$ cat src/rtl/inst_assembler_if.sv
// Field-set input, instruction-memory write port and status outputs of the assembler.
// Latency: n/a (bundle of wires only).
// Backpressure: in_valid/in_ready on the field side, mem_we/mem_ack on the memory side.
interface inst_assembler_if;
    // Field-set handshake and fields
    logic        in_valid;
    logic        in_ready;
    logic [1:0]  fmt;
    logic [5:0]  op;
    logic [4:0]  rs;
    logic [4:0]  rt;
    logic [4:0]  rd;
    logic [4:0]  shamt;
    logic [5:0]  func;
    logic [15:0] imm;
    logic [25:0] jumper;
    logic        clear;
    // Instruction memory write port
    logic        mem_ack;
    logic        mem_we;
    logic [7:0]  mem_addr;
    logic [31:0] mem_wdata;
    // Status
    logic [8:0]  count;
    logic        full;
    logic        err;

    // Drives the fields and the memory acknowledge (bench / upstream side)
    modport master (
        output in_valid, fmt, op, rs, rt, rd, shamt, func, imm, jumper, clear, mem_ack,
        input  in_ready, mem_we, mem_addr, mem_wdata, count, full, err
    );

    // The assembler itself
    modport slave (
        input  in_valid, fmt, op, rs, rt, rd, shamt, func, imm, jumper, clear, mem_ack,
        output in_ready, mem_we, mem_addr, mem_wdata, count, full, err
    );
endinterface

$ cat src/rtl/inst_assembler.sv
// Packs R/I/J instruction fields into 32-bit words and writes them to sequential memory addresses.
// Latency: mem_we asserts the cycle after accept; one instruction per 2 cycles at best.
// Backpressure: in_ready only in IDLE; WRITE holds until mem_ack; FULL blocks until clear/reset.
module inst_assembler (
    input  logic              clk,
    input  logic              reset,
    inst_assembler_if.slave   bus
);

    typedef enum logic [1:0] {
        IDLE  = 2'd0,
        WRITE = 2'd1,
        FULL  = 2'd2
    } state_t;

    localparam logic [1:0] FMT_R   = 2'b00;
    localparam logic [1:0] FMT_I   = 2'b01;
    localparam logic [1:0] FMT_J   = 2'b10;
    localparam logic [1:0] FMT_ILL = 2'b11;
    localparam logic [8:0] COUNT_MAX = 9'd256;

    state_t      state_q,  state_d;
    logic [7:0]  addr_q,   addr_d;
    logic [31:0] wdata_q,  wdata_d;
    logic [8:0]  count_q,  count_d;
    logic        err_q,    err_d;
    logic [31:0] packed_w;

    // Assemble the instruction word for the presented format (illegal gives zero, never latched)
    always_comb begin
        packed_w = '0;
        case (bus.fmt)
            FMT_R:   packed_w = {bus.op, bus.rs, bus.rt, bus.rd, bus.shamt, bus.func};
            FMT_I:   packed_w = {bus.op, bus.rs, bus.rt, bus.imm};
            FMT_J:   packed_w = {bus.op, bus.jumper};
            default: packed_w = '0;
        endcase
    end

    // Next-state logic: clear overrides everything, then the per-state accept/write behaviour
    always_comb begin
        state_d = state_q;
        addr_d  = addr_q;
        wdata_d = wdata_q;
        count_d = count_q;
        err_d   = err_q;
        if (bus.clear) begin
            state_d = IDLE;
            addr_d  = '0;
            count_d = '0;
            err_d   = 1'b0;
        end else begin
            case (state_q)
                IDLE: begin
                    if (bus.in_valid) begin
                        if (bus.fmt == FMT_ILL) begin
                            // Illegal format is consumed but only flags the error
                            err_d = 1'b1;
                        end else begin
                            wdata_d = packed_w;
                            state_d = WRITE;
                        end
                    end
                end
                WRITE: begin
                    if (bus.mem_ack) begin
                        // Address wraps 255 -> 0 naturally as the buffer fills
                        addr_d = addr_q + 8'd1;
                        if (count_q != COUNT_MAX) begin
                            count_d = count_q + 9'd1;
                        end
                        state_d = (addr_q == 8'hFF) ? FULL : IDLE;
                    end
                end
                FULL: begin
                    state_d = FULL;
                end
                default: begin
                    state_d = IDLE;
                end
            endcase
        end
    end

    // State and datapath registers, cleared asynchronously by reset
    always_ff @(posedge clk or negedge reset) begin
        if (!reset) begin
            state_q <= IDLE;
            addr_q  <= '0;
            wdata_q <= '0;
            count_q <= '0;
            err_q   <= 1'b0;
        end else begin
            state_q <= state_d;
            addr_q  <= addr_d;
            wdata_q <= wdata_d;
            count_q <= count_d;
            err_q   <= err_d;
        end
    end

    // Handshake and status outputs decode straight from the state so reset acts on them at once
    assign bus.in_ready  = (state_q == IDLE);
    assign bus.mem_we    = (state_q == WRITE);
    assign bus.full      = (state_q == FULL);
    assign bus.mem_addr  = addr_q;
    assign bus.mem_wdata = wdata_q;
    assign bus.count     = count_q;
    assign bus.err       = err_q;

endmodule

$ cat src/flat_wrapper.sv
// flat-port wrapper written by rule: the top's interface ports become plain ports
module inst_assembler_flat 
  (clk, reset, bus_in_valid, bus_fmt, bus_op, bus_rs, bus_rt, bus_rd, bus_shamt, bus_func, bus_imm, bus_jumper, bus_clear, bus_mem_ack, bus_in_ready, bus_mem_we, bus_mem_addr, bus_mem_wdata, bus_count, bus_full, bus_err);
  inst_assembler_if bus_i ();
  input  logic clk;
  input  logic reset;
  input wire logic [$bits(bus_i.in_valid)-1:0] bus_in_valid;
  input wire logic [$bits(bus_i.fmt)-1:0] bus_fmt;
  input wire logic [$bits(bus_i.op)-1:0] bus_op;
  input wire logic [$bits(bus_i.rs)-1:0] bus_rs;
  input wire logic [$bits(bus_i.rt)-1:0] bus_rt;
  input wire logic [$bits(bus_i.rd)-1:0] bus_rd;
  input wire logic [$bits(bus_i.shamt)-1:0] bus_shamt;
  input wire logic [$bits(bus_i.func)-1:0] bus_func;
  input wire logic [$bits(bus_i.imm)-1:0] bus_imm;
  input wire logic [$bits(bus_i.jumper)-1:0] bus_jumper;
  input wire logic [$bits(bus_i.clear)-1:0] bus_clear;
  input wire logic [$bits(bus_i.mem_ack)-1:0] bus_mem_ack;
  output wire logic [$bits(bus_i.in_ready)-1:0] bus_in_ready;
  output wire logic [$bits(bus_i.mem_we)-1:0] bus_mem_we;
  output wire logic [$bits(bus_i.mem_addr)-1:0] bus_mem_addr;
  output wire logic [$bits(bus_i.mem_wdata)-1:0] bus_mem_wdata;
  output wire logic [$bits(bus_i.count)-1:0] bus_count;
  output wire logic [$bits(bus_i.full)-1:0] bus_full;
  output wire logic [$bits(bus_i.err)-1:0] bus_err;
  assign bus_i.in_valid = bus_in_valid;
  assign bus_i.fmt = bus_fmt;
  assign bus_i.op = bus_op;
  assign bus_i.rs = bus_rs;
  assign bus_i.rt = bus_rt;
  assign bus_i.rd = bus_rd;
  assign bus_i.shamt = bus_shamt;
  assign bus_i.func = bus_func;
  assign bus_i.imm = bus_imm;
  assign bus_i.jumper = bus_jumper;
  assign bus_i.clear = bus_clear;
  assign bus_i.mem_ack = bus_mem_ack;
  assign bus_in_ready = bus_i.in_ready;
  assign bus_mem_we = bus_i.mem_we;
  assign bus_mem_addr = bus_i.mem_addr;
  assign bus_mem_wdata = bus_i.mem_wdata;
  assign bus_count = bus_i.count;
  assign bus_full = bus_i.full;
  assign bus_err = bus_i.err;
  inst_assembler u_core (.clk(clk), .reset(reset), .bus(bus_i));
endmodule
$ cat config.mk
export PLATFORM = sky130hd
export DESIGN_NAME = inst_assembler_flat
export DESIGN_NICKNAME = d
export VERILOG_FILES = /design/src/rtl/inst_assembler_if.sv /design/src/rtl/inst_assembler.sv /design/src/flat_wrapper.sv
export SDC_FILE = /design/constraint.sdc
export NUM_CORES = 1
export LEC_CHECK = 0
export ABC_AREA = 1
export BUFFER_PORTS_ARGS = -buffer_cell sky130_fd_sc_hd__buf_2
export CORE_MARGIN = 2
export CORE_UTILIZATION = 50
export CTS_CLUSTER_DIAMETER = 100
export DETAILED_ROUTE_END_ITERATION = 10
export PLACE_DENSITY = 0.86
export RECOVER_POWER = 50
export SYNTH_ARGS = -nofsm -noshare
export SYNTH_HDL_FRONTEND = slang
export SYNTH_SLANG_ARGS = --single-unit
$ cat constraint.sdc
create_clock -name clk -period 3.7 [get_ports clk]
set_input_delay 0.37 -clock clk [delete_from_list [all_inputs] [get_ports clk]]
set_output_delay 0.37 -clock clk [all_outputs]
set_load 0.01 [all_outputs]
==> metrics.yaml, run 1 <==
finish:
  post-route-cell-area_um2: 3450
  n_antenna_cell: 0
  nets: 561
  fillers: 504
  layout_common_cells: "sky130_fd_sc_hd__nand2_1, sky130_fd_sc_hd__buf_2, sky130_fd_sc_hd__dfrtp_1, sky130_fd_sc_hd__nor2_1, sky130_fd_sc_hd__clkbuf_1"
  area.growth.synth_to_final_pct: 25.5
  drive_above_1_share: 0.264
  mostFrequentLayoutCell: "sky130_fd_sc_hd__nand2_1"
clocking:
  cts.reportedPaths.clkPinSlew_ps: 90
  postCtsSetupRepairBufs: 0
  cts_tree: "done"
  holdBufCountCts: 0
  cts_max_level: 2
  clock_path_buffers: 2
  cts_num_sinks: 52
  resized_cells_post_cts: 0
  clock_insertion_delay_worst_skew_ps: 300
  clock_tree.root_cell: "sky130_fd_sc_hd__clkbuf_8"
  cts_buffer_count: 5
routing:
  detail_route.wirelength_mm: 7.37
  post_drt_via_cell_ratio: 5.25
  drt_iter0_drc: 180
  dr_total_vias: 2880
  detail_route.wl_per_cell_um: 13.4
  number_of_design_rule_violations_left_after_detail_routing: 0
  drt_pass1_iterations: 5
  drtAntennaViolNets: 0
grt:
  grt.total_usage: 0.241
  globalRoute.totalOverflow: 0
  first_global_vias: 2599
  grt_start_max_net_pins: 59
  grt_pass1_wl_mm: 12.0
  antenna_found_initial: 0
setup_path:
  critical_path.max_fanout: 58
  cp-end-kind: "flip-flop"
  worst_reg_to_reg_setup_slack_ps: 1340
  crit_arrival_ps: 2560
  setup.worst_path.class: "reg -> reg"
  worst-endpoint-required_ps: 3900
  crit_path_start_kind: "flip-flop"
timing:
  grt_setup_unrepaired: "false"
  max-slew-margin-rel: 0.234
  timing.final.setup_violations: 0
  worst_clock_skew_ps: 4.20
  finalWorstPathRequiredPeriod_ps: 2360
  setup-tns-final_ps: 0
  timing_worst_slew_pin_value_ps: 1150
  timing.fmax_ghz: 0.424
  layout_worst_path_cycle_share: 0.638
  hold_viol_final: 0
  report.final.slew_viol_count: 0
die:
  fp.dieArea_um2: 6110
  core-area_um2: 5410
  floorplan.die.width_um: 78.2
  die_h_um: 78.2
  io_pins: 134
  fp-row-count: 27
  initial_core_utilization: 0.509
yosys:
  synthesis.instances: 350
  synth_sequential_area_ratio: 0.473
  count_of_flip_flops_with_a_built_in_enable_after_synthesis: 0
  number_of_different_library_cells_in_the_post_synthesis_netlist: 27
  synth_fp_nets: 434
  avgSynthCellArea_um2: 7.86
  yosysWarningCount: 0
  async_flop_share: 1.00
  synth-main-ff-cell: "sky130_fd_sc_hd__dfrtp_1"
  synth_seq_cells: 52
  mappedNetlistArea_um2: 2750
placement:
  port_buffers: 133
  place_congestion: 0.852
  dp_hpwl_mm: 5.29
  post_dp_area_um2: 3410
pwr:
  p_per_area_nw_per_um2: 387
  power.ir.vdd_worst_v: 0.000207
  leakagePower_nw: 1.66
worst_hold_path:
  path_type_of_the_worst_min_delay_path: "in -> async"
flow_run:
  max-cap-violations: 0
status:
  status: "finished clean"
flip-flops by register name, summed over array words and instances (netlist names):
| name | flops |
|---|---|
| u_core.bus.err | 1 |
| u_core.bus.mem_addr | 8 |
| u_core.bus.mem_wdata | 32 |
| u_core.bus.count | 9 |
| u_core.state_q | 2 |
through the flow:
step                      setup slack (ps)  hold slack [ps]   util  power (mW)  instances
after detailed placement              1430              475  0.631        1.05        542
after CTS                             1510              205  0.645        1.35        549
after global routing                  1090              238  0.638        1.41        549
final                                 1340              180  0.638        1.34        549
after floorplan                       2340             74.4      -       0.883        350
after global placement                1560              468  0.631        1.04        542
report_power, final:
part	total [mW]	internal, mW	switching, mW
sequential	0.697	0.648	0.0495
combinational	0.326	0.135	0.191
clock	0.313	0.129	0.184
worst max-delay path, stage by stage, from the launching register on:
cell	delay, ps
sky130_fd_sc_hd__dfrtp_1	390
sky130_fd_sc_hd__nor2_1	270
sky130_fd_sc_hd__nand2_1	260
sky130_fd_sc_hd__nor2_4	910
sky130_fd_sc_hd__nand4_1	210
sky130_fd_sc_hd__o21a_1	180
area by class of cell:
class | count | area, um2 | area share
flip-flops and latches | 52 | 1300 | 0.377
multi-input cells | 267 | 1270 | 0.368
clock inverters | 1 | 5.00 | 0.00145
inverters | 17 | 66.3 | 0.0192
clock buffers | 6 | 72.6 | 0.0210
repair buffers | 134 | 644 | 0.187
well taps | 72 | 90.1 | 0.0261
final timing paths:
check | from | endpoint | cells past startpoint
max | u_core.state_q[1]$_DFFE_PN0P_ | u_core.bus.mem_wdata[10]$_DFFE_PN0P_ | 5
min reg2reg | u_core.bus.mem_wdata[0]$_DFFE_PN0P_ | u_core.bus.mem_wdata[0]$_DFFE_PN0P_ | 1
min in group clk | bus_op[0] | u_core.bus.mem_wdata[26]$_DFFE_PN0P_ | 3
max in group asynchronous | reset | u_core.bus.mem_wdata[0]$_DFFE_PN0P_ | 2
max reg2reg | u_core.state_q[1]$_DFFE_PN0P_ | u_core.bus.mem_wdata[10]$_DFFE_PN0P_ | 5
min | reset | u_core.bus.mem_wdata[20]$_DFFE_PN0P_ | 2
synthesized netlist by cell type, types with 3 or more instances:
| library cell | number | area [um2] |
|---|---|---|
| sky130_fd_sc_hd__o21ai_0 | 16 | 80.1 |
| sky130_fd_sc_hd__a31oi_1 | 10 | 62.6 |
| sky130_fd_sc_hd__ha_1 | 3 | 37.5 |
| sky130_fd_sc_hd__nand2_1 | 125 | 469 |
| sky130_fd_sc_hd__inv_1 | 14 | 52.6 |
| sky130_fd_sc_hd__buf_2 | 5 | 25.0 |
| sky130_fd_sc_hd__dfrtp_1 | 52 | 1300 |
| sky130_fd_sc_hd__buf_4 | 4 | 30.0 |
| sky130_fd_sc_hd__o21a_1 | 16 | 120 |
| sky130_fd_sc_hd__nand3_1 | 19 | 95.1 |
| sky130_fd_sc_hd__nand2_2 | 3 | 18.8 |
| sky130_fd_sc_hd__buf_6 | 4 | 45.0 |
| sky130_fd_sc_hd__nor2_1 | 36 | 135 |
| sky130_fd_sc_hd__nor2_2 | 3 | 18.8 |
| sky130_fd_sc_hd__nand4_1 | 16 | 100 |
| sky130_fd_sc_hd__a21oi_1 | 7 | 35.0 |
| sky130_fd_sc_hd__o21ai_1 | 3 | 15.0 |
kinds of logic after synthesis:
| kind of cell | count (synthesis) | share of synthesized area |
|---|---|---|
| XOR/XNOR | 1 | 0.00319 |
| flip-flops | 52 | 0.473 |
| adder cells (fa/ha/maj) | 3 | 0.0137 |
| AO/OA/AOI/OAI | 56 | 0.128 |
| buffers and inverters | 31 | 0.0619 |
| AND/OR/NAND/NOR | 207 | 0.320 |
routing by layer:
metal  track usage  wire (um)
met4        0.0842        161
met2         0.405       3590
met1         0.317       3140
met5             0          0
met3        0.0391        476
(Power assumes the default switching activity.)
==> run 2, diff against run 1 <==
--- a/config.mk
+++ b/config.mk
@@ -8,10 +8,10 @@
 export ABC_AREA = 1
 export BUFFER_PORTS_ARGS = -buffer_cell sky130_fd_sc_hd__buf_2
 export CORE_MARGIN = 2
-export CORE_UTILIZATION = 50
+export CORE_UTILIZATION = 42
 export CTS_CLUSTER_DIAMETER = 100
 export DETAILED_ROUTE_END_ITERATION = 10
-export PLACE_DENSITY = 0.86
+export PLACE_DENSITY = 0.77
 export RECOVER_POWER = 50
 export SYNTH_ARGS = -nofsm -noshare
 export SYNTH_HDL_FRONTEND = slang
==> constraint.sdc (replaced) <==
create_clock -name clk -period 1.95 [get_ports clk]
set_input_delay 0.195 -clock clk [delete_from_list [all_inputs] [get_ports clk]]
set_output_delay 0.195 -clock clk [all_outputs]
set_load 0.01 [all_outputs]
==> metrics.yaml, run 2 (same netlist as run 1, synthesis figures left out) <==
routing:
  drtAntennaViolNets: 0  # unchanged
  number_of_design_rule_violations_left_after_detail_routing: 0  # unchanged
  detail_route.wirelength_mm: 7.14  # was 7.37 mm
  detail_route.wl_per_cell_um: 12.8  # was 13.4 um
  dr_total_vias: 2814  # was 2880
  post_drt_via_cell_ratio: 5.03  # was 5.25
  drt_iter0_drc: 190  # was 180
  drt_pass1_iterations: 4  # was 5
setup_path:
  critical_path.cell_chain: "nor2_2, nand2_2, nor2_4, buf_4, nand4_1, o21a_1"  # was nor2_1, nand2_1, nor2_4, nand4_1, o21a_1
  worst_reg_to_reg_setup_slack_ps: 360  # was 1340 ps
  critical_path.max_fanout: 38  # was 58
  critPathMaxStageDelay_ps: 410  # was 910 ps
  cp-end-kind: "flip-flop"  # unchanged
  crit_arrival_ps: 1780  # was 2560 ps
  r2r_cells: 6  # was 5
  crit_path_to: "u_core.bus.mem_wdata[1]$_DFFE_PN0P_"  # was u_core.bus.mem_wdata[10]$_DFFE_PN0P_
  startpoint: "u_core.state_q[1]$_DFFE_PN0P_"  # unchanged
  regToRegEndpoint: "u_core.bus.mem_wdata[1]$_DFFE_PN0P_"  # was u_core.bus.mem_wdata[10]$_DFFE_PN0P_
  setup.worst_path.class: "reg -> reg"  # unchanged
  worst-endpoint-required_ps: 2140  # was 3900 ps
  crit_path_start_kind: "flip-flop"  # unchanged
  worst_r2r_startpoint: "u_core.state_q[1]$_DFFE_PN0P_"  # unchanged
  cp_max_delay_cell: "sky130_fd_sc_hd__dfrtp_1"  # was sky130_fd_sc_hd__nor2_4
clocking:
  cts_max_level: 2  # unchanged
  postCtsSetupRepairBufs: 0  # unchanged
  clock_insertion_delay_worst_skew_ps: 290  # was 300 ps
  holdBufCountCts: 1  # was 0
  resized_cells_post_cts: 0  # unchanged
  cts_tree: "done"  # unchanged
  clock_tree.root_cell: "sky130_fd_sc_hd__clkbuf_8"  # unchanged
  cts_num_sinks: 52  # unchanged
  clock_path_buffers: 2  # unchanged
  cts_buffer_count: 5  # unchanged
  cts.reportedPaths.clkPinSlew_ps: 90  # about the same
finish:
  post-route-cell-area_um2: 3480  # was 3450 um2
  n_antenna_cell: 0  # unchanged
  mostFrequentLayoutCell: "sky130_fd_sc_hd__nand2_1"  # unchanged
  layout_common_cells: "sky130_fd_sc_hd__nand2_1, sky130_fd_sc_hd__buf_2, sky130_fd_sc_hd__dfrtp_1, sky130_fd_sc_hd__clkbuf_1, sky130_fd_sc_hd__nor2_1"  # was sky130_fd_sc_hd__nand2_1, sky130_fd_sc_hd__buf_2, sky130_fd_sc_hd__dfrtp_1, sky130_fd_sc_hd__nor2_1, sky130_fd_sc_hd__clkbuf_1
  drive_above_1_share: 0.226  # was 0.264
  fillers: 647  # was 504
  largest_reg_flops: 32  # unchanged
  area_used_by_multi_input_combinational_logic_um2: 1280  # was 1270 um2
  nets: 566  # was 561
  area.growth.synth_to_final_pct: 26.7  # was 25.5%
  seqCellArea_um2: 1300  # unchanged
timing:
  layout_setup_ws_ps: 356  # was 1340 ps
  timing.fmax_ghz: 0.627  # was 0.424 GHz
  worst_clock_skew_ps: 3.26  # was 4.20 ps
  layout_worst_path_cycle_share: 0.818  # was 0.638
  finalWorstPathRequiredPeriod_ps: 1590  # was 2360 ps
  timing.final.setup_violations: 0  # unchanged
  report.final.slew_viol_count: 0  # unchanged
  grt_setup_unrepaired: "false"  # unchanged
  setup-tns-final_ps: 0  # unchanged
  timing_worst_slew_pin_value_ps: 678  # was 1150 ps
  max-slew-margin-rel: 0.548  # was 0.234
  hold_viol_final: 0  # unchanged
worst_hold_path:
  min-delay-start: "bus_op[5]"
  path_type_of_the_worst_min_delay_path: "in -> reg"  # was in -> async
placement:
  place_congestion: 0.869  # was 0.852
  port_buffers: 133  # unchanged
  post-place-ws_ps: 345  # was 1430 ps
  dp_hpwl_mm: 5.49  # was 5.29 mm
  post_dp_area_um2: 3460  # was 3410 um2
pwr:
  p_per_area_nw_per_um2: 730  # was 387 nW/um2
  leakagePower_nw: 1.60  # was 1.66 nW
  power.ir.vdd_worst_v: 0.000374  # was 0.000207 V
die:
  initial_core_utilization: 0.433  # was 0.509
  core-area_um2: 6350  # was 5410 um2
  die_h_um: 84.9  # was 78.2 um
  fp-row-count: 29  # was 27
  floorplan.die.width_um: 84.9  # was 78.2 um
  io_pins: 134  # unchanged
  fp.dieArea_um2: 7210  # was 6110 um2
grt:
  grt.total_usage: 0.211  # was 0.241
  grt_pass1_wl_mm: 12.6  # was 12.0 mm
  first_global_vias: 2910  # was 2599
  antenna_found_initial: 0  # unchanged
  grt_start_max_net_pins: 39  # was 59
  globalRoute.totalOverflow: 0  # unchanged
status:
  status: "finished clean"  # unchanged
flow_run:
  max-cap-violations: 0  # unchanged
[run 2: cell types whose count changed in the layout (fill, tap and decap cells not counted), moves of 2 or more]
cell                       previous run  this run
sky130_fd_sc_hd__nand2_1            127       125
sky130_fd_sc_hd__clkbuf_1            24        49
sky130_fd_sc_hd__clkbuf_2             0         2
sky130_fd_sc_hd__buf_2              110        85
sky130_fd_sc_hd__nand2_2              1         3
sky130_fd_sc_hd__buf_4                1         4
[run 2: worst min path at each step]
stage / to / slack [ps] / cells past startpoint
CTS: u_core.bus.mem_wdata[31]$_DFFE_PN0P_ / 90 / 3
finish: u_core.bus.mem_wdata[31]$_DFFE_PN0P_ / 100 / 3
floorplan: u_core.bus.count[0]$_DFFE_PN0P_ / -100 / 0
detailed placement: u_core.bus.mem_wdata[21]$_DFFE_PN0P_ / 250 / 1
global placement: u_core.bus.mem_wdata[21]$_DFFE_PN0P_ / 240 / 1
global route: u_core.bus.mem_wdata[31]$_DFFE_PN0P_ / 90 / 3
[run 2: worst max-delay path: cells and delay by family (launching register included)]
kind            cells  cell delay [ps]
flops               1              410
compound gates      1              130
buf+inv             1              330
simple gates        4              610
[run 2: cell type report]
type	count	area share
flip-flops and latches	52	0.373
repair buffers	139	0.187
multi-input cells	267	0.367
inverters	17	0.0190
clock buffers	8	0.0259
well taps	77	0.0276
[run 2: metrics by stage]
| stage | power, mW | cells | utilization | hold WS (ps) |
|---|---|---|---|---|
| global placement | 1.98 | 551 | 0.545 | 238 |
| finish | 2.54 | 560 | 0.549 | 104 |
| floorplan | 1.68 | 350 | - | -101 |
| CTS | 2.63 | 560 | 0.560 | 91.8 |
| global route | 2.71 | 560 | 0.549 | 93.4 |
| detailed placement | 2.00 | 551 | 0.545 | 249 |
[run 2: power breakdown]
group	internal [mW]	switching (mW)
logic	0.249	0.360
registers	1.23	0.0920
clock network	0.290	0.324
total	1.77	0.776
[run 2: per-layer routing]
metal | global-route usage | wire (um) | vias to the layer above
met1 | 0.254 | 3000 | 1309
met4 | 0.0635 | 95 | 0
met3 | 0.0467 | 364 | 10
met5 | 0 | 0 | -
met2 | 0.377 | 3690 | 79
li1 | - | - | 1416
==> run 3, diff against run 2 <==
==> constraint.sdc (replaced) <==
create_clock -name clk -period 1.4 [get_ports clk]
set_input_delay 0.14 -clock clk [delete_from_list [all_inputs] [get_ports clk]]
set_output_delay 0.14 -clock clk [all_outputs]
set_load 0.01 [all_outputs]
==> metrics.yaml, run 3 (same netlist as run 1, synthesis figures left out) <==
die:
  core-area_um2: 6350  # unchanged
  fp-row-count: 29  # unchanged
  die_h_um: 84.9  # unchanged
  initial_core_utilization: 0.433  # unchanged
  floorplan.die.width_um: 84.9  # unchanged
  io_pins: 134  # unchanged
  fp.dieArea_um2: 7210  # unchanged
setup_path:
  cp_max_delay_cell: "sky130_fd_sc_hd__dfrtp_1"  # unchanged
  crit_path_start_kind: "flip-flop"  # unchanged
  crit_arrival_ps: 1580  # was 1780 ps
  critical_path.max_fanout: 5  # was 38
  setup.worst_path.class: "reg -> reg"  # unchanged
  buf_inv_on_cp: 2  # was 1
  critical_path.top_delay_family: "simple AND/OR/NAND/NOR gates"  # unchanged
  critPathMaxStageDelay_ps: 410  # about the same
  worst-endpoint-required_ps: 1590  # was 2140 ps
  critical_path.cell_chain: "nor2_2, nand2_2, nor2_4, buf_12, clkbuf_16, nand4_1, o21a_1"  # was nor2_2, nand2_2, nor2_4, buf_4, nand4_1, o21a_1
  cp-end-kind: "flip-flop"  # unchanged
grt:
  grt_pass1_wl_mm: 12.5  # was 12.6 mm
  grt.total_usage: 0.211  # about the same
  globalRoute.totalOverflow: 0  # unchanged
  first_global_vias: 2872  # was 2910
  grt_start_max_net_pins: 53  # was 39
  antenna_found_initial: 0  # unchanged
status:
  status: "finished clean"  # unchanged
placement:
  post-place-ws_ps: -29.8  # was 345 ps
  post_place_cells: 566  # was 551
  port_buffers: 133  # unchanged
  dp_hpwl_mm: 5.50  # was 5.49 mm
  place_congestion: 0.870  # was 0.869
pwr:
  leakagePower_nw: 1.84  # was 1.60 nW
  p_per_area_nw_per_um2: 960  # was 730 nW/um2
  finalPower_mw: 3.68  # was 2.54 mW
  power.ir.vdd_worst_v: 0.000582  # was 0.000374 V
finish:
  largest_reg_flops: 32  # unchanged
  n_antenna_cell: 0  # unchanged
  nets: 590  # was 566
  area.growth.synth_to_final_pct: 39.4  # was 26.7%
  final_core_utilization: 0.604  # was 0.549
  finalNonFillerCells: 583  # was 560
  layout_common_cells: "sky130_fd_sc_hd__nand2_1, sky130_fd_sc_hd__buf_2, sky130_fd_sc_hd__dfrtp_1, sky130_fd_sc_hd__nor2_1, sky130_fd_sc_hd__clkbuf_1"  # was sky130_fd_sc_hd__nand2_1, sky130_fd_sc_hd__buf_2, sky130_fd_sc_hd__dfrtp_1, sky130_fd_sc_hd__clkbuf_1, sky130_fd_sc_hd__nor2_1
  fillers: 588  # was 647
  mostFrequentLayoutCell: "sky130_fd_sc_hd__nand2_1"  # unchanged
  drive_above_1_share: 0.332  # was 0.226
timing:
  report.final.slew_viol_count: 0  # unchanged
  finalWorstPathRequiredPeriod_ps: 1390  # was 1590 ps
  max-slew-margin-rel: 0.521  # was 0.548
  timing_worst_slew_pin_value_ps: 719  # was 678 ps
  fin_worst_hold_slack_ps: 33.7  # was 104 ps
  layout_worst_path_cycle_share: 0.993  # was 0.818
  hold_viol_final: 0  # unchanged
  grt_setup_unrepaired: "true"  # was false
  layout_setup_ws_ps: 9.54  # was 356 ps
  worst_clock_skew_ps: 5.67  # was 3.26 ps
  timing.fmax_ghz: 0.719  # was 0.627 GHz
  timing.final.setup_violations: 0  # unchanged
clocking:
  clock_path_buffers: 2  # unchanged
  cts_num_sinks: 52  # unchanged
  clock_insertion_delay_worst_skew_ps: 300  # was 290 ps
  cts.reportedPaths.clkPinSlew_ps: 100  # was 90 ps
  clock_tree.root_cell: "sky130_fd_sc_hd__clkbuf_8"  # unchanged
  cts_max_level: 2  # unchanged
  cts_tree: "done"  # unchanged
  cts_buffer_count: 5  # unchanged
flow_run:
  max-cap-violations: 0  # unchanged
routing:
  drt_pass1_iterations: 4  # unchanged
  drtAntennaViolNets: 0  # unchanged
  drt_iter0_drc: 160  # was 190
  post_drt_via_cell_ratio: 5.14  # was 5.03
  detail_route.wl_per_cell_um: 13.4  # was 12.8 um
  detail_route.wirelength_mm: 7.80  # was 7.14 mm
  number_of_design_rule_violations_left_after_detail_routing: 0  # unchanged
  dr_total_vias: 2999  # was 2814
worst_hold_path:
  path_type_of_the_worst_min_delay_path: "in -> reg"  # unchanged
run 3: final cells by class:
| class | count | area (um2) | area share |
|---|---|---|---|
| Clock buffer | 5 | 68.8 | 0.0180 |
| Multi-Input combinational cell | 267 | 1320 | 0.343 |
| Clock inverter | 2 | 12.5 | 0.00326 |
| Inverter | 17 | 66.3 | 0.0173 |
| Sequential cell | 52 | 1300 | 0.339 |
| Tap cell | 77 | 96.3 | 0.0251 |
| Timing Repair Buffer | 163 | 973 | 0.254 |
run 3: repair_timing:
item                                    in CTS  in global routing
hold endpoints to repair                    52                  0
buffers inserted                             3                  2
pin swaps                                    1                  0
resized for setup                            0                 11
endpoints found under the setup margin       6                 23
cloned                                       0                  4
hold buffers                                 1                  0
run 3: layer usage:
metal / up-vias / GRT usage / part of all wire
met5: - / 0 / 0
met4: 0 / 0.0794 / 0.018
met3: 14 / 0.0457 / 0.058
met2: 106 / 0.367 / 0.50
met1: 1410 / 0.257 / 0.43
li1: 1469 / - / -
run 3: final timing paths:
kind / startpoint / end / slack (ps) / cells after the start
max in group asynchronous: reset / u_core.bus.count[8]$_DFFE_PN0P_ / 390 / 3
hold / removal: bus_op[2] / u_core.bus.mem_wdata[28]$_DFFE_PN0P_ / 30 / 3
hold reg to reg: u_core.bus.mem_wdata[9]$_DFFE_PN0P_ / u_core.bus.mem_wdata[9]$_DFFE_PN0P_ / 490 / 1
min in group asynchronous: reset / u_core.bus.mem_wdata[21]$_DFFE_PN0P_ / 540 / 3
setup / recovery: u_core.state_q[1]$_DFFE_PN0P_ / u_core.bus.mem_wdata[15]$_DFFE_PN0P_ / 10 / 7
setup reg to reg: u_core.state_q[1]$_DFFE_PN0P_ / u_core.bus.mem_wdata[15]$_DFFE_PN0P_ / 10 / 7
run 3: per-stage QoR:
stage                     setup TNS [ps]  area (um2)
after CTS                              0        3720
after detailed placement           -84.9        3600
after global placement                 0        3600
final                                  0        3830
after floorplan                        0        2750
after global routing                -168        3830
run 3: report_power, final:
| part | total, mW | leakage (nW) | switching, mW | internal [mW] |
|---|---|---|---|---|
| logic | 1.01 | 1.16 | 0.555 | 0.458 |
| registers | 1.83 | 0.646 | 0.118 | 1.71 |
| clock network | 0.837 | 0.0400 | 0.497 | 0.340 |
run 3: worst min-delay path: stages:
cell	delay, ps
sky130_fd_sc_hd__buf_2	70
sky130_fd_sc_hd__nand2_1	40
sky130_fd_sc_hd__nand2_1	50
